File: config.mk
export PLATFORM = sky130hd
export DESIGN_NAME = spi_flash_reader
export DESIGN_NICKNAME = d
export VERILOG_FILES = /design/src/rtl/spi_flash_reader_pkg.sv /design/src/rtl/spi_flash_reader_wb_master_port.sv /design/src/rtl/spi_flash_reader.sv
export SDC_FILE = /design/constraint.sdc
export NUM_CORES = 1
export LEC_CHECK = 0
export ABC_AREA = 1
export ABC_CLOCK_PERIOD_IN_PS = 1690
export CAP_MARGIN = 25
export CORE_MARGIN = 5
export CORE_UTILIZATION = 45
export CTS_CLUSTER_DIAMETER = 40
export DETAILED_ROUTE_END_ITERATION = 8
export GPL_TIMING_DRIVEN = 0
export HOLD_SLACK_MARGIN = 0.05
export PLACE_DENSITY = 0.79
export SLEW_MARGIN = 20
export SYNTH_ARGS = -nofsm -noshare
export SYNTH_HDL_FRONTEND = slang
export SYNTH_HIERARCHICAL = 1
export SYNTH_SLANG_ARGS = --single-unit
File: constraint.sdc
create_clock -name clk -period 1.69 [get_ports clk]
set_clock_uncertainty 0.1 [all_clocks]
set_input_delay 0.4225 -clock clk [delete_from_list [all_inputs] [get_ports clk]]
set_output_delay 0.4225 -clock clk [all_outputs]
set_load 0.02 [all_outputs]
File: src/rtl/spi_flash_reader_pkg.sv
// rtl/spi_flash_reader_pkg.sv - shared types and constants for the SPI-flash reader
// Contents: FSM state enum, SPI master register offsets, READ opcode, header byte helper.
package spi_flash_pkg;

    typedef enum logic [3:0] {
        ST_IDLE,
        ST_SET_DIV,
        ST_CS_ON,
        ST_TX,
        ST_POLL,
        ST_RX,
        ST_PUSH,
        ST_CS_OFF,
        ST_DONE
    } state_e;

    localparam logic [31:0] REG_DATA = 32'h0000_0000;
    localparam logic [31:0] REG_STAT = 32'h0000_0004;
    localparam logic [31:0] REG_CS   = 32'h0000_0008;
    localparam logic [31:0] REG_DIV  = 32'h0000_0010;

    localparam logic [7:0] CMD_READ = 8'h03;

    // Header sequence: opcode, then the 24-bit address most significant byte first.
    function automatic logic [7:0] header_byte(input logic [1:0] hi, input logic [23:0] addr);
        case (hi)
            2'd0:    return CMD_READ;
            2'd1:    return addr[23:16];
            2'd2:    return addr[15:8];
            default: return addr[7:0];
        endcase
    endfunction

endpackage

File: src/rtl/spi_flash_reader_wb_master_port.sv
// rtl/spi_flash_reader_wb_master_port.sv - single-outstanding Wishbone master handshake
// Ports: clk, reset_n (async, active-low); go_i/we_i/adr_i/wdat_i request an access,
// busy_o is high while the cycle is open, ack_o pulses in the ack cycle with rdat_o valid;
// wbm_* is the Wishbone master bus.
module wb_master_port (
    input  logic        clk,
    input  logic        reset_n,
    input  logic        go_i,
    input  logic        we_i,
    input  logic [31:0] adr_i,
    input  logic [7:0]  wdat_i,
    output logic        busy_o,
    output logic        ack_o,
    output logic [7:0]  rdat_o,
    output logic [31:0] wbm_adr_o,
    output logic [31:0] wbm_dat_o,
    input  logic [31:0] wbm_dat_i,
    output logic [3:0]  wbm_sel_o,
    output logic        wbm_cyc_o,
    output logic        wbm_stb_o,
    output logic        wbm_we_o,
    input  logic        wbm_ack_i
);

    logic        cyc_q;
    logic        we_q;
    logic [31:0] adr_q;
    logic [7:0]  dat_q;
    logic        unused_dat;

    // Address/data/we are captured at launch and held until ack; cyc drops on the
    // ack edge, so a new launch can only follow after one idle cycle.
    always_ff @(posedge clk or negedge reset_n) begin
        if (!reset_n) begin
            cyc_q <= 1'b0;
            we_q  <= 1'b0;
            adr_q <= 32'h0;
            dat_q <= 8'h0;
        end else if (cyc_q) begin
            if (wbm_ack_i) begin
                cyc_q <= 1'b0;
                we_q  <= 1'b0;
            end
        end else if (go_i) begin
            cyc_q <= 1'b1;
            we_q  <= we_i;
            adr_q <= adr_i;
            dat_q <= wdat_i;
        end
    end

    assign busy_o     = cyc_q;
    assign ack_o      = cyc_q & wbm_ack_i;
    assign rdat_o     = wbm_dat_i[7:0];
    assign unused_dat = ^wbm_dat_i[31:8];

    assign wbm_adr_o = adr_q;
    assign wbm_dat_o = {24'h0, dat_q};
    assign wbm_sel_o = 4'b1111;
    assign wbm_cyc_o = cyc_q;
    assign wbm_stb_o = cyc_q;
    assign wbm_we_o  = we_q;

endmodule

File: src/rtl/spi_flash_reader.sv
// rtl/spi_flash_reader.sv - sequences an SPI master peripheral to perform flash READ (0x03)
// Ports: clk, reset_n (async, active-low); req_* start a read of req_len bytes at req_addr;
// rd_data/rd_valid/rd_ready stream received bytes; done pulses at the end with err on poll
// timeout; wbm_* drives the SPI master's Wishbone slave port.
module spi_flash_reader
    import spi_flash_pkg::*;
#(
    parameter logic [31:0] BASE_ADR   = 32'h0000_0000,
    parameter logic [7:0]  DIVISOR    = 8'h03,
    parameter logic [7:0]  CS_ACTIVE  = 8'hFE,
    parameter logic [7:0]  CS_IDLE    = 8'hFF,
    parameter int          POLL_LIMIT = 1023
) (
    input  logic        clk,
    input  logic        reset_n,
    input  logic        req_valid,
    output logic        req_ready,
    input  logic [23:0] req_addr,
    input  logic [15:0] req_len,
    output logic [7:0]  rd_data,
    output logic        rd_valid,
    input  logic        rd_ready,
    output logic        done,
    output logic        err,
    output logic [31:0] wbm_adr_o,
    output logic [31:0] wbm_dat_o,
    input  logic [31:0] wbm_dat_i,
    output logic [3:0]  wbm_sel_o,
    output logic        wbm_cyc_o,
    output logic        wbm_stb_o,
    output logic        wbm_we_o,
    input  logic        wbm_ack_i
);

    localparam logic [15:0] POLL_MAX = 16'(POLL_LIMIT);

    state_e      state_q;
    logic        req_ready_q;
    logic        go_q;
    logic [23:0] addr_q;
    logic [15:0] len_q;
    logic [1:0]  hi_q;
    logic        hdr_q;
    logic [15:0] poll_cnt_q;
    logic        err_r_q;
    logic [7:0]  rd_data_q;
    logic        rd_valid_q;
    logic        done_q;
    logic        err_q;

    logic        acc_we;
    logic [31:0] acc_adr;
    logic [7:0]  acc_wdat;
    logic        wb_busy;
    logic        wb_ack;
    logic [7:0]  wb_rdat;
    logic [15:0] poll_inc;

    assign poll_inc = poll_cnt_q + 16'd1;

    // The access each state performs; sampled by the port only when go_q launches it.
    always_comb begin
        acc_we   = 1'b0;
        acc_adr  = BASE_ADR + REG_STAT;
        acc_wdat = 8'h00;
        case (state_q)
            ST_SET_DIV: begin
                acc_we   = 1'b1;
                acc_adr  = BASE_ADR + REG_DIV;
                acc_wdat = DIVISOR;
            end
            ST_CS_ON: begin
                acc_we   = 1'b1;
                acc_adr  = BASE_ADR + REG_CS;
                acc_wdat = CS_ACTIVE;
            end
            ST_TX: begin
                acc_we   = 1'b1;
                acc_adr  = BASE_ADR + REG_DATA;
                acc_wdat = hdr_q ? header_byte(hi_q, addr_q) : 8'h00;
            end
            ST_RX: begin
                acc_adr  = BASE_ADR + REG_DATA;
            end
            ST_CS_OFF: begin
                acc_we   = 1'b1;
                acc_adr  = BASE_ADR + REG_CS;
                acc_wdat = CS_IDLE;
            end
            default: ;
        endcase
    end

    // go_q is raised on entry to an access state and dropped once the port launches it;
    // every transition out of an access state happens on that access's ack.
    always_ff @(posedge clk or negedge reset_n) begin
        if (!reset_n) begin
            state_q     <= ST_IDLE;
            req_ready_q <= 1'b1;
            go_q        <= 1'b0;
            addr_q      <= 24'h0;
            len_q       <= 16'h0;
            hi_q        <= 2'd0;
            hdr_q       <= 1'b0;
            poll_cnt_q  <= 16'h0;
            err_r_q     <= 1'b0;
            rd_data_q   <= 8'h0;
            rd_valid_q  <= 1'b0;
            done_q      <= 1'b0;
            err_q       <= 1'b0;
        end else begin
            if (go_q && !wb_busy) begin
                go_q <= 1'b0;
            end
            case (state_q)
                ST_IDLE: begin
                    if (req_valid && req_ready_q) begin
                        addr_q      <= req_addr;
                        len_q       <= req_len;
                        hi_q        <= 2'd0;
                        hdr_q       <= 1'b1;
                        req_ready_q <= 1'b0;
                        go_q        <= 1'b1;
                        state_q     <= ST_SET_DIV;
                    end
                end
                ST_SET_DIV: begin
                    if (wb_ack) begin
                        go_q    <= 1'b1;
                        state_q <= ST_CS_ON;
                    end
                end
                ST_CS_ON: begin
                    if (wb_ack) begin
                        go_q    <= 1'b1;
                        state_q <= ST_TX;
                    end
                end
                ST_TX: begin
                    if (wb_ack) begin
                        poll_cnt_q <= 16'h0;
                        go_q       <= 1'b1;
                        state_q    <= ST_POLL;
                    end
                end
                ST_POLL: begin
                    if (wb_ack) begin
                        poll_cnt_q <= poll_inc;
                        go_q       <= 1'b1;
                        if (wb_rdat[0] && poll_inc == POLL_MAX) begin
                            err_r_q <= 1'b1;
                            state_q <= ST_CS_OFF;
                        end else if (wb_rdat[0]) begin
                            state_q <= ST_POLL;
                        end else if (hdr_q) begin
                            if (hi_q == 2'd3) begin
                                hdr_q   <= 1'b0;
                                state_q <= (len_q == 16'h0) ? ST_CS_OFF : ST_TX;
                            end else begin
                                hi_q    <= hi_q + 2'd1;
                                state_q <= ST_TX;
                            end
                        end else begin
                            state_q <= ST_RX;
                        end
                    end
                end
                ST_RX: begin
                    if (wb_ack) begin
                        rd_data_q  <= wb_rdat;
                        rd_valid_q <= 1'b1;
                        state_q    <= ST_PUSH;
                    end
                end
                ST_PUSH: begin
                    if (rd_ready) begin
                        rd_valid_q <= 1'b0;
                        len_q      <= len_q - 16'd1;
                        go_q       <= 1'b1;
                        state_q    <= (len_q == 16'd1) ? ST_CS_OFF : ST_TX;
                    end
                end
                ST_CS_OFF: begin
                    if (wb_ack) begin
                        done_q  <= 1'b1;
                        err_q   <= err_r_q;
                        state_q <= ST_DONE;
                    end
                end
                ST_DONE: begin
                    done_q      <= 1'b0;
                    err_q       <= 1'b0;
                    err_r_q     <= 1'b0;
                    req_ready_q <= 1'b1;
                    state_q     <= ST_IDLE;
                end
                default: begin
                    state_q <= ST_IDLE;
                end
            endcase
        end
    end

    wb_master_port u_wb (
        .clk       (clk),
        .reset_n   (reset_n),
        .go_i      (go_q),
        .we_i      (acc_we),
        .adr_i     (acc_adr),
        .wdat_i    (acc_wdat),
        .busy_o    (wb_busy),
        .ack_o     (wb_ack),
        .rdat_o    (wb_rdat),
        .wbm_adr_o (wbm_adr_o),
        .wbm_dat_o (wbm_dat_o),
        .wbm_dat_i (wbm_dat_i),
        .wbm_sel_o (wbm_sel_o),
        .wbm_cyc_o (wbm_cyc_o),
        .wbm_stb_o (wbm_stb_o),
        .wbm_we_o  (wbm_we_o),
        .wbm_ack_i (wbm_ack_i)
    );

    assign req_ready = req_ready_q;
    assign rd_data   = rd_data_q;
    assign rd_valid  = rd_valid_q;
    assign done      = done_q;
    assign err       = err_q;

endmodule
=== Word level (Yosys, flattened, before mapping) ===
Index checks and enable logic that the tools add are counted.

* Bits in read-only memories: 0
* Output and inout port bits: 83
* Memories kept: 0
* Latch bits: 0
* Bits in registers: 119
* RAM bits: 0
* Logic and storage cells: 143

* Multipliers: 0
* Eq/ne operators: 27
* $lt $le $gt $ge: 0
* Div/mod/pow operators: 0
* Reductions and logical operators: 32
* Mux-type cells: 62
* Add/sub/neg operators: 3
* Bitwise logic cells: 2
* Shift operators: 0

{| class="wikitable"
|+ Operators with widths
! cell !! number
|-
| 16-bit 2-to-1 mux || 4
|-
| 16-bit one-hot mux with 2 select lines || 2
|-
| 4-bit 2-to-1 mux || 11
|-
| 4-bit one-hot mux with 8 select lines || 1
|-
| 8-bit one-hot mux with 4 select lines || 1
|-
| 8-bit one-hot mux with 3 select lines || 1
|-
| 1-bit 2-to-1 mux || 23
|-
| 16-bit by 1-bit adder with 16-bit output (second input constant) || 1
|-
| 16-bit by 1-bit == test with 1-bit output (second input constant) || 1
|-
| 16-bit by 10-bit == test with 1-bit output (second input constant) || 1
|-
| 4-bit by 3-bit == test with 1-bit output (second input constant) || 4
|-
| 16-bit zero test || 1
|-
| 2-bit != test (second input constant) || 8
|-
| 2-bit nonzero test || 8
|-
| 16-bit by 1-bit subtractor with 16-bit output (second input constant) || 1
|-
| 5-bit one-hot mux with 3 select lines || 1
|-
| 2-bit 2-to-1 mux || 6
|-
| 2-bit by 1-bit != test with 1-bit output (second input constant) || 6
|-
| 1-bit one-hot mux with 2 select lines || 6
|-
| 2-bit AND reduction || 6
|-
| 3-bit AND reduction || 4
|-
| 3-bit 2-to-1 mux || 3
|-
| 4-bit by 2-bit == test with 1-bit output (second input constant) || 2
|-
| 8-bit 2-to-1 mux || 1
|-
| 18 further kinds || 23
|}

=== Logic depth before layout (Yosys ltp) ===
* Depth after elaboration: 8
* Depth in mapped cells: 16
* Depth with buffers taken out: 16

=== By module ===
Netlist, hierarchy kept.

{| class="wikitable"
|+ Modules (own cells, without submodules)
! module !! times used !! area an instance (um2) !! cells each !! seq. area each (um2)
|-
| spi_flash_reader || 1 || 4304.1 || 572 || 1928.1
|-
| wb_master_port || 1 || 1911.8 || 220 || 1051.0
|}

=== Least setup slack after synthesis ===
Ideal clock, no wire load.

* Kind: flip-flop to flip-flop
* Start: reg poll_cnt_q[1]
* End: reg hdr_q
* Arrival: 1.629 ns
* Path buffers: 0
* Stages on the path, launching flop included: 16
* Setup slack: -0.105 ns
* Data required time: 1.525 ns
* Path through: dfrtp_1 ha_1 nand3_2 nor2_4 nand2_2 nor2_1 nand2_1 nand2_1 nand2_1 nor2_2 nand3_2 nand2_2 nand2_1 nand2_1 nand2_1 nand2_1

* Longest elaborated chain between the ends: 5

{| class="wikitable"
|+ Ends and longest elaborated chain
! what !! line !! RTL
|-
| start: declaration || spi_flash_reader.sv:44 || <nowiki>logic [15:0] poll_cnt_q;</nowiki>
|-
| start signal: assignment || spi_flash_reader.sv:148 || <nowiki>poll_cnt_q <= poll_inc;</nowiki>
|-
| 16-bit by 1-bit adder with 16-bit output || spi_flash_reader.sv:59 || <nowiki>assign poll_inc = poll_cnt_q + 16'd1;</nowiki>
|-
| 16-bit by 10-bit == test with 1-bit output || spi_flash_reader.sv:150 || <nowiki>if (wb_rdat[0] && poll_inc == POLL_MAX) begin</nowiki>
|-
| 1-bit logical AND || spi_flash_reader.sv:150 ||
|-
| 2-bit != test (no source line) || -- ||
|-
| 5-bit AND reduction (no source line) || -- ||
|-
| end signal: assignment || spi_flash_reader.sv:104 || <nowiki>hdr_q <= 1'b0;</nowiki>
|-
| end signal: assignment || spi_flash_reader.sv:121 || <nowiki>hdr_q <= 1'b1;</nowiki>
|-
| end signal: assignment || spi_flash_reader.sv:157 || <nowiki>hdr_q <= 1'b0;</nowiki>
|-
| end: declaration || spi_flash_reader.sv:43 || <nowiki>logic hdr_q;</nowiki>
|}

No other way between the ends.
A chain may end at the register's enable or synchronous reset.

=== Final worst setup path ===
* Start: reg poll_cnt_q[1]
* End: reg state_q[1]

* Longest elaborated chain between the ends: 6

{| class="wikitable"
|+ Ends and longest elaborated chain
! what !! line !! RTL
|-
| 16-bit by 1-bit adder with 16-bit output || spi_flash_reader.sv:59 ||
|-
| 16-bit by 10-bit == test with 1-bit output || spi_flash_reader.sv:150 ||
|-
| 1-bit logical AND || spi_flash_reader.sv:150 ||
|-
| 4-bit 2-to-1 mux || spi_flash_reader.sv:150 ||
|-
| 4-bit 2-to-1 mux || spi_flash_reader.sv:147 || <nowiki>if (wb_ack) begin</nowiki>
|-
| 4-bit one-hot mux with 8 select lines || spi_flash_reader.sv:115 || <nowiki>case (state_q)</nowiki>
|-
| end signal: assignment || spi_flash_reader.sv:158 || <nowiki>state_q <= (len_q == 16'h0) ? ST_CS_OFF : ST_TX;</nowiki>
|-
| end signal: assignment || spi_flash_reader.sv:180 || <nowiki>state_q <= (len_q == 16'd1) ? ST_CS_OFF : ST_TX;</nowiki>
|-
| end: declaration || spi_flash_reader.sv:37 || <nowiki>state_e state_q;</nowiki>
|}

No other way between the ends. The select of a mux whose other input is x is not followed.

==> run metrics <==
first-pass GRT wire length 26500 um; max_slew headroom 60.8%; CTS Buffer Depth 2; clk sinks 119; total power draw 0.0167 W; R2R cell count 15; Placed Area 7670 um2; multi-input logic area 3400 um2; fillers 995; iteration-0 DRC count of the detailed router 526; critical path peak fanout 4; minimum clock period 2.10 ns; P per Cell Area 1760 nW/um2; crit path kind flip-flop to flip-flop; RSZ-0062 raised after global routing yes; initial antenna violation count 0; reg-to-reg slack, setup -0.41 ns; GRT overflow 0; Finish-stage setup viols 58; outcome finished with violations; Critical Path AT 2.37 ns; vias in the first global route 5616; Antenna diodes 0; fin crit share 124%; fin. max-slew vios 0; largest net degree at the start of global routing 63; Pleak 4.79 nW; Pre-Repair DR Iteration Count 5; worst hold path startpoint wbm_dat_i[1]; fraction of layout cells with a size suffix above 1 29.0%; Max VDD drop 1.12 mV; R2R Path End state_q[1]$_DFFE_PN0P_; worst reg2reg startpoint poll_cnt_q[1]$_DFFE_PN0P_; Vias/cell 5.08; floorplan row count 43; WL/cell 15.7 um; height of the die 128 um; hpwl dp 10800 um; worst endpoint required time 1.96 ns; top_reg_cell synth dfrtp_1; final-stage net count 1108; CTS tree yes; post-route ant nets 0; FMAX 476 MHz; total track usage 20.2%; Synth cell types 39; Area growth, synth to finish 52.6%; share of Yosys cell area claimed by the top area cell type 47.5%; htree depth 4; Residual DRC 0; Design Area, Final 9490 um2; EDFF count, synth 0; Worst Setup SP poll_cnt_q[1]$_DFFE_PN0P_; worst min path class primary input to flip-flop; WHS Endpoint rd_data[1]$_DFFE_PN0P_; CORE AREA 13700 um2; Ys Warns 6; CTS clk-pin slew, worst paths 0.06 ns; synthesized area 6220 um2; Via Count 6176; clk_lat worst skew 0.43 ns; Post-Syn Instances 792; GP Congestion 0.882; CP Launch Type flip-flop; register area share after synthesis 47.9%; starting density of the core 45.3%; FF+latch count, synth 119; violated checks setup timing; Setup WS post-layout -0.412 ns; Hold Fails Final Rpt 0; Reg area 2990 um2; # port buffers 99; Worst-Margin Slew 0.588 ns; Worst Setup End Kind flip-flop; clock root buffer clkbuf_16; ys async rst share 100%; commonest non-fill, non-tap cell in the layout nand2_1; MaxCap Viol Count 0; top cells by area, synth dfrtp_1 48%, nand2_1 19%, buf_4 4.8%; hold path cells 2; Ports 160; die area 16300 um2; commonest cells after routing, fill and taps aside 292 x nand2_1, 110 x dfrtp_1, 86 x buf_4; Post-Route WL 19100 um; Die W 128 um; synthesized area per cell 7.85 um2; Num CTS Buffers 17; area leader, netlist dfrtp_1
routing by layer:
layer	routed length [um]	GRT usage, %	share of wire, %
met1	7070	24.0	37
met3	1280	4.47	6.7
met4	972	10.0	5.1
met2	9750	34.6	51
met5	0	0	0
worst max-delay path by stage:
stage / to / slack (ns) / depth (start not counted)
6_report: state_q[1]$_DFFE_PN0P_ / -0.41 / 15
5_1_grt: state_q[1]$_DFFE_PN0P_ / -0.60 / 16
4_1_cts: hdr_q$_DFFE_PN0P_ / -0.27 / 15
3_5_place_dp: len_q[5]$_DFFE_PN0P_ / -0.51 / 7
3_3_place_gp: u_wb/wbm_adr_o[23]$_DFFE_PN0P_ / -4.58 / 1
2_1_floorplan: hdr_q$_DFFE_PN0P_ / -0.09 / 15
state kept, by name (all words and copies together), names as in the netlist, 2 cells and up:
| register | flops |
|---|---|
| u_wb/wbm_adr_o | 32 |
| state_q | 4 |
| addr_q | 24 |
| u_wb/dat_q | 8 |
| len_q | 16 |
| hi_q | 2 |
| poll_cnt_q | 16 |
| rd_data | 8 |
cells in the mapped netlist, types with 7 or more instances:
| cell type | instances |
|---|---|
| o22ai_1 | 7 |
| dfrtp_1 | 118 |
| nor2_1 | 61 |
| o21ai_0 | 41 |
| nand2_1 | 319 |
| clkbuf_1 | 8 |
| inv_1 | 60 |
| nand3_1 | 22 |
| a21oi_1 | 8 |
| buf_2 | 7 |
| buf_4 | 40 |
| ha_1 | 9 |
| mux2_2 | 7 |
| nor3_1 | 8 |
power by group:
| part | total, W | internal [W] | switching [W] |
|---|---|---|---|
| sequential | 0.00513 | 0.00417 | 0.000964 |
| combinational | 0.00767 | 0.00315 | 0.00452 |
| clock | 0.00392 | 0.00258 | 0.00133 |
| total | 0.0167 | 0.00991 | 0.00682 |
layout make-up:
cell class / instances / area share [%]
Clock buffer: 21 / 4.96
Timing Repair Buffer: 159 / 15.7
Clock inverter: 11 / 1.78
Tap cell: 180 / 2.37
Multi-Input combinational cell: 605 / 35.9
Timing Repair inverter: 1 / 0.0396
Buffer: 55 / 4.91
Inverter: 64 / 2.88
Sequential cell: 119 / 31.5
repair_timing:
action / 4_1_cts / 5_1_grt
endpoints found under the setup margin: 136 / 83
hold buffers: 1 / 0
gates cloned: 2 / 5
pin swaps: 16 / 41
hold endpoints to repair: 61 / 0
gates resized for setup: 143 / 171
setup buffers: 27 / 27
worst max-delay path: stages (launching register included):
cell and delay, ns:
dfrtp_1 0.41, buf_6 0.14, nand2_1 0.09, nor2_4 0.18, nand2_2 0.10, o21ai_2 0.12, nand2_1 0.06, inv_1 0.08
nand2_1 0.08, nor2_2 0.14, nand3_2 0.13, nand2_1 0.12, nand2_1 0.07, nand2_1 0.07, nand2_1 0.08, nand2_1 0.07
per-stage QoR:
stage / hold slack, ns / TNS (ns) / util (%) / worst slack (ns) / cells
floorplan: 0.0269 / -0.232 / - / -0.0890 / 846
global placement: 0.354 / -566.17 / 55.7 / -4.58 / 1125
finish: 0.122 / -5.52 / 69.1 / -0.412 / 1215
global route: 0.117 / -10.68 / 69.1 / -0.602 / 1215
CTS: 0.114 / -0.874 / 63.2 / -0.266 / 1185
detailed placement: 0.349 / -25.69 / 55.9 / -0.513 / 1126
kinds of logic (layout without fill, tap and decap cells):
kind of cell / after synthesis / after routing / synth area share, %
and+or+nand+nor: 439 / 440 / 28.9
DFF: 119 / 119 / 47.9
buffers and inverters: 123 / 311 / 10.5
adders and majority gates: 9 / 9 / 1.81
muxes: 7 / 7 / 1.27
xor gates and xnor gates: 6 / 6 / 0.845
AOI/OAI and AO/OA: 86 / 86 / 8.60
other: 3 / 57 / 0.181
Power figures use the tool's default switching activity.
